===== config.mk =====
export PLATFORM = sky130hd
export DESIGN_NAME = bus_ctrl_8288
export DESIGN_NICKNAME = d
export VERILOG_FILES = /design/src/rtl/bus_ctrl_pkg.sv /design/src/rtl/bus_status_decode.sv /design/src/rtl/bus_ctrl_8288.sv
export SDC_FILE = /design/constraint.sdc
export NUM_CORES = 1
export LEC_CHECK = 0
export CAP_MARGIN = 20
export CELL_PAD_IN_SITES_DETAIL_PLACEMENT = 1
export CELL_PAD_IN_SITES_GLOBAL_PLACEMENT = 2
export CORE_MARGIN = 2
export CORE_UTILIZATION = 27
export CTS_BUF_LIST = sky130_fd_sc_hd__clkbuf_8
export DETAILED_ROUTE_END_ITERATION = 8
export GPL_ROUTABILITY_DRIVEN = 0
export HOLD_SLACK_MARGIN = 0.15
export PLACE_DENSITY_LB_ADDON = 0.1
export SETUP_SLACK_MARGIN = 0.5
export SKIP_CTS_REPAIR_TIMING = 1
export SLEW_MARGIN = 20
export SYNTH_ARGS = -nofsm -noshare
export SYNTH_HDL_FRONTEND = slang
export SYNTH_HIERARCHICAL = 1
export SYNTH_SLANG_ARGS = --single-unit

===== constraint.sdc =====
create_clock -name clk -period 1.4 [get_ports clk]
set_input_delay 0.28 -clock clk [delete_from_list [all_inputs] [get_ports clk]]
set_output_delay 0.28 -clock clk [all_outputs]
set_load 0.05 [all_outputs]

===== src/rtl/bus_ctrl_pkg.sv =====
// Shared types and status-code constants for the 8288-style bus controller.
// Command types are one-hot vectors indexed by their 3-bit status code.
package bus_ctrl_pkg;

    typedef enum logic [2:0] {
        ST_IDLE = 3'd0,
        ST_T1   = 3'd1,
        ST_T2   = 3'd2,
        ST_T3   = 3'd3,
        ST_T4   = 3'd4
    } bus_state_e;

    localparam logic [2:0] STS_INTA    = 3'b000;
    localparam logic [2:0] STS_IOR     = 3'b001;
    localparam logic [2:0] STS_IOW     = 3'b010;
    localparam logic [2:0] STS_HALT    = 3'b011;
    localparam logic [2:0] STS_FETCH   = 3'b100;
    localparam logic [2:0] STS_MEMR    = 3'b101;
    localparam logic [2:0] STS_MEMW    = 3'b110;
    localparam logic [2:0] STS_PASSIVE = 3'b111;

    localparam int CMD_W = 8;
    typedef logic [CMD_W-1:0] cmd_onehot_t;

    function automatic cmd_onehot_t onehot_of(input logic [2:0] sts);
        cmd_onehot_t v;
        v = '0;
        v[sts] = 1'b1;
        return v;
    endfunction

endpackage


===== src/rtl/bus_status_decode.sv =====
// Combinational decode of the active-low CPU status into a one-hot command type.
import bus_ctrl_pkg::*;

module bus_status_decode (
    input  logic [2:0] s_n,
    output logic [7:0] cmd_type
);

    always_comb begin
        cmd_type = '0;
        case (s_n)
            STS_INTA:  cmd_type = onehot_of(STS_INTA);
            STS_IOR:   cmd_type = onehot_of(STS_IOR);
            STS_IOW:   cmd_type = onehot_of(STS_IOW);
            STS_HALT:  cmd_type = onehot_of(STS_HALT);
            STS_FETCH: cmd_type = onehot_of(STS_FETCH);
            STS_MEMR:  cmd_type = onehot_of(STS_MEMR);
            STS_MEMW:  cmd_type = onehot_of(STS_MEMW);
            default:   cmd_type = onehot_of(STS_PASSIVE);
        endcase
    end

endmodule


===== src/rtl/bus_ctrl_8288.sv =====
// 8288-style bus controller: T-state sequencer, command register and output gating.
// Optional BUS_CTRL_ADV_WRITE_EN enables the advanced write strobes amwc_n/aiowc_n.
import bus_ctrl_pkg::*;

module bus_ctrl_8288 (
    input  logic       clk,
    input  logic       reset,
    input  logic [2:0] s_n,
    input  logic       aen_n,
    input  logic       cen,
    output logic       ale,
    output logic       den,
    output logic       dt_r_n,
    output logic       mrdc_n,
    output logic       mwtc_n,
    output logic       iorc_n,
    output logic       iowc_n,
    output logic       inta_n,
    output logic       amwc_n,
    output logic       aiowc_n,
    output logic [2:0] state_dbg
);

    bus_state_e  state_q, state_d;
    cmd_onehot_t cmd_q, cmd_d;
    cmd_onehot_t type_now;
    logic        passive;

    bus_status_decode u_decode (
        .s_n      (s_n),
        .cmd_type (type_now)
    );

    assign passive   = type_now[STS_PASSIVE];
    assign state_dbg = state_q;

    always_ff @(posedge clk or posedge reset) begin
        if (reset) begin
            state_q <= ST_IDLE;
            cmd_q   <= '0;
        end else begin
            state_q <= state_d;
            cmd_q   <= cmd_d;
        end
    end

    // The command type is latched only when a new bus cycle starts (T1 entry).
    always_comb begin
        state_d = state_q;
        cmd_d   = cmd_q;
        case (state_q)
            ST_IDLE: begin
                if (!passive) begin
                    state_d = ST_T1;
                    cmd_d   = type_now;
                end
            end
            ST_T1:   state_d = passive ? ST_T4 : ST_T2;
            ST_T2:   state_d = passive ? ST_T4 : ST_T3;
            ST_T3:   state_d = passive ? ST_T4 : ST_T3;
            ST_T4: begin
                if (passive) begin
                    state_d = ST_IDLE;
                end else begin
                    state_d = ST_T1;
                    cmd_d   = type_now;
                end
            end
            default: state_d = ST_IDLE;
        endcase
    end

    logic in_cmd;
    logic in_t3;
    logic is_read;
    logic cmd_ok;

    always_comb begin
        in_cmd  = (state_q == ST_T2) || (state_q == ST_T3);
        in_t3   = (state_q == ST_T3);
        is_read = cmd_q[STS_INTA] | cmd_q[STS_IOR] | cmd_q[STS_FETCH] | cmd_q[STS_MEMR];
        // aen_n and cen act directly on the strobes, independent of the sequencer.
        cmd_ok  = cen & ~aen_n;

        ale     = (state_q == ST_T1);
        dt_r_n  = (state_q == ST_IDLE) ? 1'b1 : ~is_read;
        den     = in_cmd & cen & ~(cmd_q[STS_HALT] | cmd_q[STS_PASSIVE]);

        mrdc_n  = ~(in_cmd & cmd_ok & (cmd_q[STS_FETCH] | cmd_q[STS_MEMR]));
        iorc_n  = ~(in_cmd & cmd_ok & cmd_q[STS_IOR]);
        inta_n  = ~(in_cmd & cmd_ok & cmd_q[STS_INTA]);
        mwtc_n  = ~(in_t3 & cmd_ok & cmd_q[STS_MEMW]);
        iowc_n  = ~(in_t3 & cmd_ok & cmd_q[STS_IOW]);
`ifdef BUS_CTRL_ADV_WRITE_EN
        amwc_n  = ~(in_cmd & cmd_ok & cmd_q[STS_MEMW]);
        aiowc_n = ~(in_cmd & cmd_ok & cmd_q[STS_IOW]);
`else
        amwc_n  = 1'b1;
        aiowc_n = 1'b1;
`endif
    end

endmodule


==> flow_summary.toml <==
[yosys]
synthFlopType = "dfrtp_1"
ys_types = 20
syn_area_sq_um = 530.5
ys_top_cells_by_area = "dfrtp_1 47%, mux2_2 15%, and3b_2 5.7%"
synth_top_area_cell = "dfrtp_1"
yosys_warnings = 6
yosysTopAreaCellShare = 0.4717
ys_seq_area_frac = 0.4717
ys_ff_latch = 10
syn_area_per_cell_sq_um = 11.53
synthTopCellsByCount = "10 x dfrtp_1, 7 x mux2_2, 4 x nor3b_1"
async_reset_ff_frac = 1.000
synth_edf_count = 0
postSynthCellCount = 46
synth_most_common_cell = "dfrtp_1"

[layout]
nets = 98
drive_gt1_frac = 0.7556
num_antenna_cells = 0
multi_input_area_sq_um = 404.1
nFillCells = 182
regArea_sq_um = 259.0
syn_to_final_growth_pct = 138.2

[routing]
wl_per_cell_um = 17.70
num_vias = 532
routed_wl_um = 2071
drc = 0
firstDrtPassIters = 3
viasPerCell = 4.547
drtAntennaViolNets = 0
first_iter_violations = 5

[global_route]
gr-total-overflow = 0
grt_pass1_wl_um = 2380
grt_util_all_layers = 0.1350
grt_max_degree = 11
antenna_found_initial = 0
grt_pass1_vias = 500

[critical_path]
crit_path_end_kind = "output pin"
start_kind = "flip-flop"
worstSetupPathType = "flip-flop to output pin"
cp_max_fo = 2
critPathRequiredTime_ns = 1.12
cp_data_arrival_time_ns = 1.45

[power]
leakagePower_nw = 0.6238
pwr-share-clk = 0.218
intPower_mw = 1.083
switching_share = 0.3585
comb_power_share = 0.525
peakVddDrop_mv = 0.7546
seqPwrFrac = 0.256
switchingPower_uw = 605.4
power_per_cell_area_nw_per_um2 = 1336
p_total_mw = 1.689

[sta]
fin_crit_sh = 1.234
slew_viol_final = 0
rsz0062_at_grt = "true"
max_freq_mhz = 578.9
final-setup-viol-count = 15
tns_ns = -2.493
hold_viol_final = 0
layout_min_cycle_time_ns = 1.727
fin_skew_ns = 0.001496
setup_ws_ns = -0.3273

[floorplan]
start_util = 0.2789
die_x_um = 48.33
io-pin-count = 20
die-height_um = 48.33
fp.dieArea_sq_um = 2335
rows = 16
core_area_sq_um = 1902

[clock_network]
path_clk_slew_ns = 0.05
htree_levels = 1
root_buffer = "clkbuf_8"
clkSinkCount = 10
clkLatencyLatePin_ns = 0.24
clockBufferDepth = 2
cts_tree = "built"
cts_buffers = 3

[run]
maxCapViolCount = 0

[run_status]
violations = "setup timing"
status = "finished, violations left"

[placement]
portBuffers = 17
place_hpwl_um = 1175

[hold_path]
hp-class = "input port to asynchronous set/reset pin"
[critical path, stage by stage (launching register included)]
cell and delay (ns):
dfrtp_1 0.39, or4_4 0.55, o31ai_4 0.09, buf_12 0.17
[power by group through the flow]
| stage | clock (mW) | sequential [mW] | combinational, mW |
|---|---|---|---|
| finish | 0.368 | 0.433 | 0.888 |
| global placement | 0 | 0.429 | 0.737 |
| global route | 0.393 | 0.443 | 0.927 |
| floorplan | 0 | 0.478 | 0.343 |
| detailed placement | 0 | 0.430 | 0.748 |
| CTS | 0.364 | 0.426 | 0.751 |
[per-layer routing]
metal	vias up	routed length, um	track usage
met1	264	855	0.1650
li1	250	-	-
met4	0	29	0.07143
met5	-	0	0
met3	3	56	0.02160
met2	15	1129	0.2292
[layout make-up]
| type | count | share of cell area |
|---|---|---|
| clock buffers | 4 | 0.04356 |
| inverters | 1 | 0.002970 |
| multi-input cells | 34 | 0.3198 |
| flip-flops and latches | 10 | 0.2050 |
| well taps | 27 | 0.02673 |
| repair buffers | 41 | 0.4020 |
[cell families after synthesis]
| kind of cell | count (synthesis) | share of synthesized area |
|---|---|---|
| other cells | 1 | 0.007069 |
| buf+inv | 3 | 0.03536 |
| mux | 7 | 0.1486 |
| simple gates | 22 | 0.2995 |
| flops | 10 | 0.4717 |
| compound gates | 3 | 0.03774 |
[cells in the final DEF, fill, tap and decap left out, drive strengths merged, types with 2 or more instances in the layout]
master / synthesis / layout
nor3: 4 / 4
dfrtp: 10 / 10
nand3: 2 / 2
dlymetal6s2s: 0 / 5
nor3b: 4 / 4
conb: 1 / 2
mux2: 7 / 7
buf: 2 / 35
nand2: 3 / 3
and3b: 3 / 3
clkbuf: 0 / 4
[state kept, by name, indices dropped and copies added, names as in the netlist]
name,count
cmd_q,7
state_dbg,3
[metrics by stage]
step	cell area, sq um	worst slack, ns	hold WS (ns)	util	cells
2_1_floorplan	634.4	-0.07549	0.1202	-	47
3_3_place_gp	1039	-0.3385	0.5582	0.5461	103
3_5_place_dp	1039	-0.3835	0.5593	0.5461	103
4_1_cts	1094	-0.3305	0.3390	0.5750	107
5_1_grt	1264	-0.3579	0.3857	0.6645	117
6_report	1264	-0.3273	0.3422	0.6645	117
[path summary, 6_finish.rpt]
| check | start | endpoint | slack (ns) | cells after the start |
|---|---|---|---|---|
| setup / recovery | cmd_q[0]$_DFFE_PP0P_ | dt_r_n | -0.33 | 3 |
| hold / removal | reset | state_dbg[0]$_DFFE_PP0P_ | 0.34 | 2 |
| setup reg to reg | state_dbg[1]$_DFFE_PP0P_ | cmd_q[1]$_DFFE_PP0P_ | -0.10 | 4 |
| hold reg to reg | cmd_q[6]$_DFFE_PP0P_ | cmd_q[6]$_DFFE_PP0P_ | 0.58 | 1 |
| max in group asynchronous | reset | state_dbg[1]$_DFFE_PP0P_ | 0.73 | 2 |
| min in group clk | cmd_q[6]$_DFFE_PP0P_ | cmd_q[6]$_DFFE_PP0P_ | 0.58 | 1 |
Note: power is estimated with default switching activity, not from simulation.
